===== src/rtl/bcd_xs3_seq_converter_if.sv =====
// Handshake bundle for bcd_xs3_seq_converter: an input word channel and a result channel.
// The master modport is the producer/consumer side and the slave modport is the converter.
interface bcd_xs3_seq_converter_if #(
  parameter int DIGITS = 4
);
  logic                  in_valid;
  logic                  in_ready;
  logic [4*DIGITS-1:0]   in_data;
  logic                  mode;
  logic                  out_valid;
  logic                  out_ready;
  logic [4*DIGITS-1:0]   out_data;
  logic [DIGITS-1:0]     err_mask;
  logic                  err;
  logic [7:0]            err_count;

  modport master (
    output in_valid, in_data, mode, out_ready,
    input  in_ready, out_valid, out_data, err_mask, err, err_count
  );

  modport slave (
    input  in_valid, in_data, mode, out_ready,
    output in_ready, out_valid, out_data, err_mask, err, err_count
  );
endinterface


===== src/rtl/bcd_xs3_seq_converter.sv =====
// Sequential BCD <-> excess-3 converter that processes one digit per clock, LSD first.
// Define BCD_XS3_ERRCNT_EN to build the saturating invalid-digit counter on err_count.
module bcd_xs3_seq_converter #(
  parameter int DIGITS = 4
) (
  input  logic                    clock,
  input  logic                    reset_b,
  bcd_xs3_seq_converter_if.slave  bus
);
  localparam int W  = 4 * DIGITS;
  localparam int CW = (DIGITS > 1) ? $clog2(DIGITS) : 1;

  typedef enum logic [1:0] {IDLE, CONV, DONE} state_e;

  state_e              state_q, state_d;
  logic [CW-1:0]       cnt_q, cnt_d;
  logic [W-1:0]        src_q, src_d;
  logic                mode_q, mode_d;
  logic [W-1:0]        out_data_q, out_data_d;
  logic [DIGITS-1:0]   err_mask_q, err_mask_d;

  logic [3:0]          digit;
  logic [3:0]          conv_digit;
  logic                digit_ok;
  logic                accept;
  logic                out_hs;

  assign accept = bus.in_valid && (state_q == IDLE);
  assign out_hs = bus.out_ready && (state_q == DONE);

  // Per-digit code conversion, mod 16 with no carry into the neighbouring digit.
  always_comb begin
    digit      = src_q[4*int'(cnt_q) +: 4];
    digit_ok   = 1'b0;
    conv_digit = digit;
    if (!mode_q) begin
      digit_ok = (digit <= 4'd9);
      if (digit_ok) conv_digit = digit + 4'd3;
    end else begin
      digit_ok = (digit >= 4'd3) && (digit <= 4'd12);
      if (digit_ok) conv_digit = digit - 4'd3;
    end
  end

  // NOTE: every variable gets a default at the top so no path can infer a latch.
  always_comb begin
    state_d    = state_q;
    cnt_d      = cnt_q;
    src_d      = src_q;
    mode_d     = mode_q;
    out_data_d = out_data_q;
    err_mask_d = err_mask_q;
    unique case (state_q)
      IDLE: begin
        if (accept) begin
          state_d    = CONV;
          cnt_d      = '0;
          src_d      = bus.in_data;
          mode_d     = bus.mode;
          out_data_d = '0;
          err_mask_d = '0;
        end
      end
      CONV: begin
        out_data_d[4*int'(cnt_q) +: 4] = conv_digit;
        err_mask_d[int'(cnt_q)]        = ~digit_ok;
        if (cnt_q == CW'(DIGITS - 1)) begin
          state_d = DONE;
          cnt_d   = '0;
        end else begin
          cnt_d = cnt_q + CW'(1);
        end
      end
      DONE: begin
        if (out_hs) state_d = IDLE;
      end
      default: state_d = IDLE;
    endcase
  end

  // NOTE: state uses non-blocking assignments so every flop samples pre-edge values.
  // NOTE: the latched source word is reset too, keeping the whole datapath deterministic after reset.
  always_ff @(posedge clock or negedge reset_b) begin
    if (!reset_b) begin
      state_q    <= IDLE;
      cnt_q      <= '0;
      src_q      <= '0;
      mode_q     <= 1'b0;
      out_data_q <= '0;
      err_mask_q <= '0;
    end else begin
      state_q    <= state_d;
      cnt_q      <= cnt_d;
      src_q      <= src_d;
      mode_q     <= mode_d;
      out_data_q <= out_data_d;
      err_mask_q <= err_mask_d;
    end
  end

  assign bus.in_ready  = (state_q == IDLE);
  assign bus.out_valid = (state_q == DONE);
  assign bus.out_data  = out_data_q;
  assign bus.err_mask  = err_mask_q;
  assign bus.err       = |err_mask_q;

`ifdef BCD_XS3_ERRCNT_EN
  logic [7:0] err_cnt_q, err_cnt_d;
  int         err_sum;

  // Accumulate the flagged digits of each delivered word, saturating at 255.
  always_comb begin
    err_sum   = int'(err_cnt_q) + $countones(err_mask_q);
    err_cnt_d = err_cnt_q;
    if (out_hs) err_cnt_d = (err_sum > 255) ? 8'd255 : 8'(err_sum);
  end

  always_ff @(posedge clock or negedge reset_b) begin
    if (!reset_b) err_cnt_q <= 8'd0;
    else          err_cnt_q <= err_cnt_d;
  end

  assign bus.err_count = err_cnt_q;
`else
  assign bus.err_count = 8'd0;
`endif

endmodule

===== src/flat_wrapper.sv =====
// flat-port wrapper written by rule: the top's interface ports become plain ports
module bcd_xs3_seq_converter_flat 
#(
  parameter int DIGITS = 4
)
  (clock, reset_b, bus_in_valid, bus_in_data, bus_mode, bus_out_ready, bus_in_ready, bus_out_valid, bus_out_data, bus_err_mask, bus_err, bus_err_count);
  bcd_xs3_seq_converter_if #(.DIGITS(DIGITS)) bus_i ();
  input  logic clock;
  input  logic reset_b;
  input wire logic [$bits(bus_i.in_valid)-1:0] bus_in_valid;
  input wire logic [$bits(bus_i.in_data)-1:0] bus_in_data;
  input wire logic [$bits(bus_i.mode)-1:0] bus_mode;
  input wire logic [$bits(bus_i.out_ready)-1:0] bus_out_ready;
  output wire logic [$bits(bus_i.in_ready)-1:0] bus_in_ready;
  output wire logic [$bits(bus_i.out_valid)-1:0] bus_out_valid;
  output wire logic [$bits(bus_i.out_data)-1:0] bus_out_data;
  output wire logic [$bits(bus_i.err_mask)-1:0] bus_err_mask;
  output wire logic [$bits(bus_i.err)-1:0] bus_err;
  output wire logic [$bits(bus_i.err_count)-1:0] bus_err_count;
  assign bus_i.in_valid = bus_in_valid;
  assign bus_i.in_data = bus_in_data;
  assign bus_i.mode = bus_mode;
  assign bus_i.out_ready = bus_out_ready;
  assign bus_in_ready = bus_i.in_ready;
  assign bus_out_valid = bus_i.out_valid;
  assign bus_out_data = bus_i.out_data;
  assign bus_err_mask = bus_i.err_mask;
  assign bus_err = bus_i.err;
  assign bus_err_count = bus_i.err_count;
  bcd_xs3_seq_converter #(.DIGITS(DIGITS)) u_core (.clock(clock), .reset_b(reset_b), .bus(bus_i));
endmodule

===== config.mk =====
export PLATFORM = sky130hd
export DESIGN_NAME = bcd_xs3_seq_converter_flat
export DESIGN_NICKNAME = d
export VERILOG_FILES = /design/src/rtl/bcd_xs3_seq_converter_if.sv /design/src/rtl/bcd_xs3_seq_converter.sv /design/src/flat_wrapper.sv
export SDC_FILE = /design/constraint.sdc
export NUM_CORES = 1
export LEC_CHECK = 0
export CAP_MARGIN = 10
export CORE_ASPECT_RATIO = 2
export CORE_MARGIN = 1.5
export CORE_UTILIZATION = 53
export DETAILED_ROUTE_END_ITERATION = 16
export PLACE_DENSITY = 0.85
export REMOVE_ABC_BUFFERS = 1
export SLEW_MARGIN = 20
export SYNTH_ARGS = -nofsm -noshare
export SYNTH_HDL_FRONTEND = slang
export SYNTH_SLANG_ARGS = --single-unit

===== constraint.sdc =====
create_clock -name clock -period 4.6 [get_ports clock]
set_clock_uncertainty 0.2 [all_clocks]
set_input_delay 0.46 -clock clock [delete_from_list [all_inputs] [get_ports clock]]
set_output_delay 0.46 -clock clock [all_outputs]
set_load 0.03 [all_outputs]

==> results of run 1 <==
layer usage:
layer	global-route usage	wire [µm]	vias to the layer above
met1	0.241	1510	738
li1	-	-	728
met3	0.0453	138	9
met5	0	0	-
met2	0.392	2500	48
met4	0.0833	97	0
through the flow:
step                area (µm²)  utilization  hold slack, ns  power [mW]  instances
floorplan                 2010            -         -0.0356        1.61        178
global placement          2510        0.659           0.267        1.99        273
detailed placement        2510        0.659           0.275        2.03        273
CTS                       2620        0.688           0.112        2.32        281
global route              2620        0.688           0.142        2.48        281
finish                    2620        0.688          0.0839        2.31        281
layout make-up:
| class | count | share of cell area |
|---|---|---|
| clock buffer | 6 | 0.0277 |
| clock inverter | 2 | 0.0148 |
| inverter | 7 | 0.0100 |
| multi-input combinational | 130 | 0.366 |
| sequential | 41 | 0.392 |
| tap | 51 | 0.0244 |
| timing repair buffer | 44 | 0.165 |
worst register-to-register path: stages (launching register included):
cell     delay (ns)
dfrtp_1        0.60
mux4_1         0.70
inv_1          0.16
ha_1           0.24
nor2_1         0.10
a22oi_2        0.26
xnor2_1        0.09
mux2i_1        0.31
o21ai_1        0.12
flip-flops by register name, indices dropped and copies added, names as in the netlist:
| name | count |
|---|---|
| u_core.mode_q | 1 |
| u_core.bus.err_mask | 4 |
| u_core.state_q | 2 |
| u_core.src_q | 16 |
| u_core.cnt_q | 2 |
| u_core.bus.out_data | 16 |
how the worst max path moves through the flow:
| stage | startpoint | cells past startpoint | to |
|---|---|---|---|
| 6_report | u_core.cnt_q[0]$_DFFE_PN0P_ | 8 | u_core.bus.out_data[0]$_DFFE_PN0P_ |
| 3_3_place_gp | u_core.cnt_q[0]$_DFFE_PN0P_ | 8 | u_core.bus.out_data[8]$_DFFE_PN0P_ |
| 3_5_place_dp | u_core.cnt_q[0]$_DFFE_PN0P_ | 8 | u_core.bus.out_data[0]$_DFFE_PN0P_ |
| 4_1_cts | u_core.cnt_q[0]$_DFFE_PN0P_ | 8 | u_core.bus.out_data[0]$_DFFE_PN0P_ |
| 2_1_floorplan | u_core.cnt_q[0]$_DFFE_PN0P_ | 8 | u_core.bus.out_data[0]$_DFFE_PN0P_ |
| 5_1_grt | u_core.cnt_q[0]$_DFFE_PN0P_ | 8 | u_core.bus.out_data[0]$_DFFE_PN0P_ |
cell usage in the layout, fill, tap and decap left out, types with 2 or more instances in the layout:
master           Yosys  layout
nand3_1              3       3
nand2_1             25      25
clkbuf_8             0       5
ha_1                 7       7
clkdlybuf4s50_1      0      42
dfrtp_1             41      41
xnor2_1              2       2
mux2i_1              4       4
mux4_2               3       3
nand2b_1             2       2
o21ai_1             16      16
conb_1               1       8
o21ai_0              2       2
or4_1                2       2
mux2_2              16      16
nor2_1               9       9
inv_1                7       7
o211ai_2             2       2
a21oi_1              7       7
o211ai_1             2       2
a32o_1               4       4
cells by family (layout without fill, tap and decap cells):
group / after synthesis / in the layout / share of synthesized area
buf+inv: 22 / 59 / 0.0646
compound gates: 41 / 41 / 0.135
other cells: 1 / 8 / 0.00179
fa+ha+maj: 7 / 7 / 0.0418
xor+xnor: 2 / 2 / 0.00837
mux: 24 / 24 / 0.150
flops: 41 / 41 / 0.490
simple gates: 48 / 48 / 0.108
power by group through the flow:
stage          combinational [mW]  sequential (mW)  clock [mW]
6_report                     1.38            0.642       0.286
5_1_grt                      1.50            0.666       0.309
4_1_cts                      1.38            0.644       0.291
3_5_place_dp                 1.38            0.652           0
3_3_place_gp                 1.35            0.642           0
2_1_floorplan               0.867            0.744           0
==> impl_metrics.env, run 1 <==
export IMPL_post_cts_resized=0
export IMPL_max_slew_margin=0.410
export IMPL_crit_slowest_cell="mux4_1"
export IMPL_worstPathCellList="mux4_1 -> inv_1 -> ha_1 -> nor2_1 -> a22oi_2 -> xnor2_1 -> mux2i_1 -> o21ai_1"
export IMPL_finalSetupTns_ns=0
export IMPL_gp_congestion=0.927
export IMPL_cts_max_level=2
export IMPL_drt_iter0_drc=28
export IMPL_postLayoutSetupSlackWorst_ns=1.70
export IMPL_crit_arrival_ns=2.87
export IMPL_r2r_end="u_core.bus.out_data[0]$_DFFE_PN0P_"
export IMPL_die_w_um=47.4
export IMPL_die_area_um2=4360
export IMPL_synth_edf_count=0
export IMPL_clk_latency_ns=0.29
export IMPL_vias=1523
export IMPL_final_layout_size_suffix_gt1_frac=0.152
export IMPL_ys_warn_count=0
export IMPL_n_antenna_cell=0
export IMPL_cts_tree="yes"
export IMPL_slew_violations=0
export IMPL_clock_power_share=0.124
export IMPL_multi_input_area_um2=958
export IMPL_hold_viol=0
export IMPL_rsz0062_at_grt="false"
export IMPL_cp_slowest_stage_delay_ns=0.70
export IMPL_worstSetupStartpointType="register"
export IMPL_crit_buf_inv=1
export IMPL_core_um2=3800
export IMPL_seq_area_frac_synth=0.490
export IMPL_start_util=0.550
export IMPL_ys_flop_type="dfrtp_1"
export IMPL_place_ws_ns=1.73
export IMPL_status="finished clean"
export IMPL_r2r_slack_ns=1.70
export IMPL_num_rows=32
export IMPL_cts_setup_buffers=0
export IMPL_leakagePower_nw=1.13
export IMPL_crit_type="reg -> reg"
export IMPL_cts_made_buffers=5
export IMPL_grt_overflow=0
export IMPL_ctsHoldBuffers=0
export IMPL_wire_per_inst_um=15.1
export IMPL_synthArstFlopShare=1.00
export IMPL_p_int_mw=1.25
export IMPL_synthToLayoutAreaGrowth_pct=25.1
export IMPL_routed_wl_mm=4.24
export IMPL_clk_path_buf_depth=2
export IMPL_path_clk_slew_ns=0.08
export IMPL_fin_crit_ns=2.90
export IMPL_synthTopCellsByCount="dfrtp_1 (41), nand2_1 (25), mux2_2 (16), o21ai_1 (16), nor2_1 (9)"
export IMPL_worst_ep_required_time_ns=4.57
export IMPL_dr_pass1_iters=4
export IMPL_cp_max_fo=11
export IMPL_syn_area_um2=2090
export IMPL_fmax_mhz=345
export IMPL_grt_pass1_wl_mm=6.98
export IMPL_syn_avg_cell_area_um2=11.3
export IMPL_grt_use_total=0.222
export IMPL_nFillCells=291
export IMPL_die_y_um=91.9
export IMPL_synth_area_leaders="dfrtp_1 (49%), mux2_2 (8.6%), nand2_1 (4.5%)"
export IMPL_yosysTopAreaCell="dfrtp_1"
export IMPL_period_share=0.630
export IMPL_maxCapViolCount=0
export IMPL_p_comb_frac=0.598
export IMPL_port_buffers=43
export IMPL_cp_top_family="multiplexers"
export IMPL_r2r_start="u_core.cnt_q[0]$_DFFE_PN0P_"
export IMPL_ir_worst_vdd_mv=0.570
export IMPL_tightest_slew_ns=0.886
export IMPL_cts_root_buf="clkbuf_8"
export IMPL_avgViaCountPerCell=5.42
export IMPL_syn_inst=186
export IMPL_fin_nets=257
export IMPL_pwr_density_cell_nw_per_um2=883
export IMPL_regArea_um2=1030
export IMPL_r2r_cells=8
export IMPL_hpwl_mm=3.31
export IMPL_clock_sinks=41
export IMPL_yosys_register_bits=41
export IMPL_antenna_found_initial=0
export IMPL_final_antenna_net_count=0
export IMPL_worstSetupEndpointType="register"
export IMPL_grt_max_degree=42
export IMPL_p_sw_frac=0.459
export IMPL_yosys_cell_types_count=39
export IMPL_worst_hold_path_type="in -> async"
export IMPL_setup_violations=0
export IMPL_power_switching_mw=1.06
export IMPL_synth_most_common_cell="dfrtp_1"
export IMPL_drcViolationCount=0
export IMPL_num_io_pins=52
export IMPL_synth_top_area_frac=0.490
export IMPL_seqPwrFrac=0.278
export IMPL_grt_pass1_vias=1531
No activity file was read; power rests on OpenSTA's default activity.
==> run 2: changes to the inputs <==
Settings changed: CORE_UTILIZATION 53 to 44, PLACE_DENSITY 0.85 to 0.75.
Clock period 4.6 ns to 2.4 ns, I/O delays scaled along.
==> impl_metrics.env, run 2 (same netlist as run 1, synthesis figures left out) <==
export IMPL_crit_arrival_ns=2.40
export IMPL_worstSetupStartpointType="register"
export IMPL_stdcell_count=307
export IMPL_port_buffers=43
export IMPL_worstPathCellList="mux4_2 -> inv_2 -> ha_4 -> nor2_4 -> buf_6 -> o21a_1 -> o211ai_2 -> nand3b_4 -> o21ai_1"
export IMPL_cts_tree="yes"
export IMPL_vias=1645
export IMPL_drt_iter0_drc=23
export IMPL_num_io_pins=52
export IMPL_routed_wl_mm=4.53
export IMPL_grt_max_degree=38
export IMPL_drcViolationCount=0
export IMPL_cts_made_buffers=5
export IMPL_fin_nets=279
export IMPL_start_util=0.455
export IMPL_hold_viol=0
export IMPL_grt_pass1_vias=1602
export IMPL_status="finished clean"
export IMPL_fin_crit_ns=2.37
export IMPL_place_ws_ns=-0.0709
export IMPL_placed_cells=291
export IMPL_final_antenna_net_count=0
export IMPL_period_share=0.989
export IMPL_worst_hold_path_type="in -> async"
export IMPL_crit_slowest_cell="mux4_2"
export IMPL_wire_per_inst_um=14.8
export IMPL_fmax_mhz=421
export IMPL_die_area_um2=5200
export IMPL_dr_pass1_iters=4
export IMPL_avgViaCountPerCell=5.36
export IMPL_n_antenna_cell=0
export IMPL_die_w_um=51.8
export IMPL_clock_sinks=41
export IMPL_antenna_found_initial=0
export IMPL_slew_violations=0
export IMPL_grt_overflow=0
export IMPL_worst_ep_required_time_ns=2.43
export IMPL_setup_violations=0
export IMPL_rsz0062_at_grt="true"
export IMPL_gp_congestion=0.934
export IMPL_clk_latency_ns=0.30
export IMPL_cp_max_fo=4
export IMPL_cts_max_level=2
export IMPL_grt_pass1_wl_mm=7.31
export IMPL_postLayoutSetupSlackWorst_ns=0.0270
export IMPL_num_rows=35
export IMPL_final_common_cell="clkdlybuf4s50_1"
export IMPL_final_cell_mix="clkdlybuf4s50_1 (42), dfrtp_1 (41), nand2_1 (24), buf_4 (19), mux2_2 (16)"
export IMPL_maxCapViolCount=0
export IMPL_path_clk_slew_ns=0.08
export IMPL_worstSetupEndpointType="register"
export IMPL_crit_type="reg -> reg"
export IMPL_grt_use_total=0.191
export IMPL_synthToLayoutAreaGrowth_pct=35.5
export IMPL_final_layout_size_suffix_gt1_frac=0.274
export IMPL_cts_root_buf="clkbuf_8"
export IMPL_finalInstanceArea_um2=2840
export IMPL_clk_path_buf_depth=2
export IMPL_cp_slowest_stage_delay_ns=0.61
export IMPL_cp_top_family="multiplexers"
export IMPL_die_y_um=101
export IMPL_placed_area_um2=2620
export IMPL_finalSetupTns_ns=0
export IMPL_hpwl_mm=3.35
export IMPL_core_um2=4600
export IMPL_crit_buf_inv=2
run 2: what timing repair did:
action | CTS | global route
hold buffers | 1 | 0
gates cloned | 0 | 0
hold endpoints to repair | 41 | 0
resized for setup | 3 | 18
pin swaps | 0 | 5
buffers inserted | 0 | 7
setup endpoints to repair | 12 | 20
run 2: worst paths after layout:
kind	from	end	slack (ns)	depth (start not counted)
hold reg to reg	u_core.bus.out_data[0]$_DFFE_PN0P_	u_core.bus.out_data[0]$_DFFE_PN0P_	0.29	2
hold / removal	reset_b	u_core.src_q[0]$_DFFE_PN0P_	0.07	2
setup reg to reg	u_core.cnt_q[0]$_DFFE_PN0P_	u_core.bus.out_data[1]$_DFFE_PN0P_	0.03	9
min in group clock	u_core.bus.out_data[0]$_DFFE_PN0P_	u_core.bus.out_data[0]$_DFFE_PN0P_	0.29	2
setup / recovery	u_core.cnt_q[0]$_DFFE_PN0P_	u_core.bus.out_data[1]$_DFFE_PN0P_	0.03	9
max in group asynchronous	reset_b	u_core.src_q[11]$_DFFE_PN0P_	1.28	3
run 2: final cells by class:
cell class	instances	area, µm²
clock buffer	5	68.8
inverter	7	28.8
fill	398	1760
timing repair buffer	66	612
tap	55	68.8
multi-input combinational	130	1010
sequential	41	1030
clock inverter	3	17.5
run 2: metal layers:
| layer | GRT usage | routed length (µm) | up-vias |
|---|---|---|---|
| met1 | 0.205 | 1670 | 819 |
| li1 | - | - | 771 |
| met5 | 0 | 0 | - |
| met3 | 0.0401 | 121 | 13 |
| met4 | 0.105 | 134 | 0 |
| met2 | 0.335 | 2600 | 42 |
run 2: metrics by stage:
stage                util  hold WS, ns
finish              0.617       0.0692
global route        0.617        0.104
CTS                 0.590       0.0689
detailed placement  0.569       -0.144
global placement    0.569       -0.145
floorplan               -       -0.256
Power of run 2 is left out: the tool's default activity adds up to more than one toggle a clock period on the data nets, which glitch-free logic cannot reach.
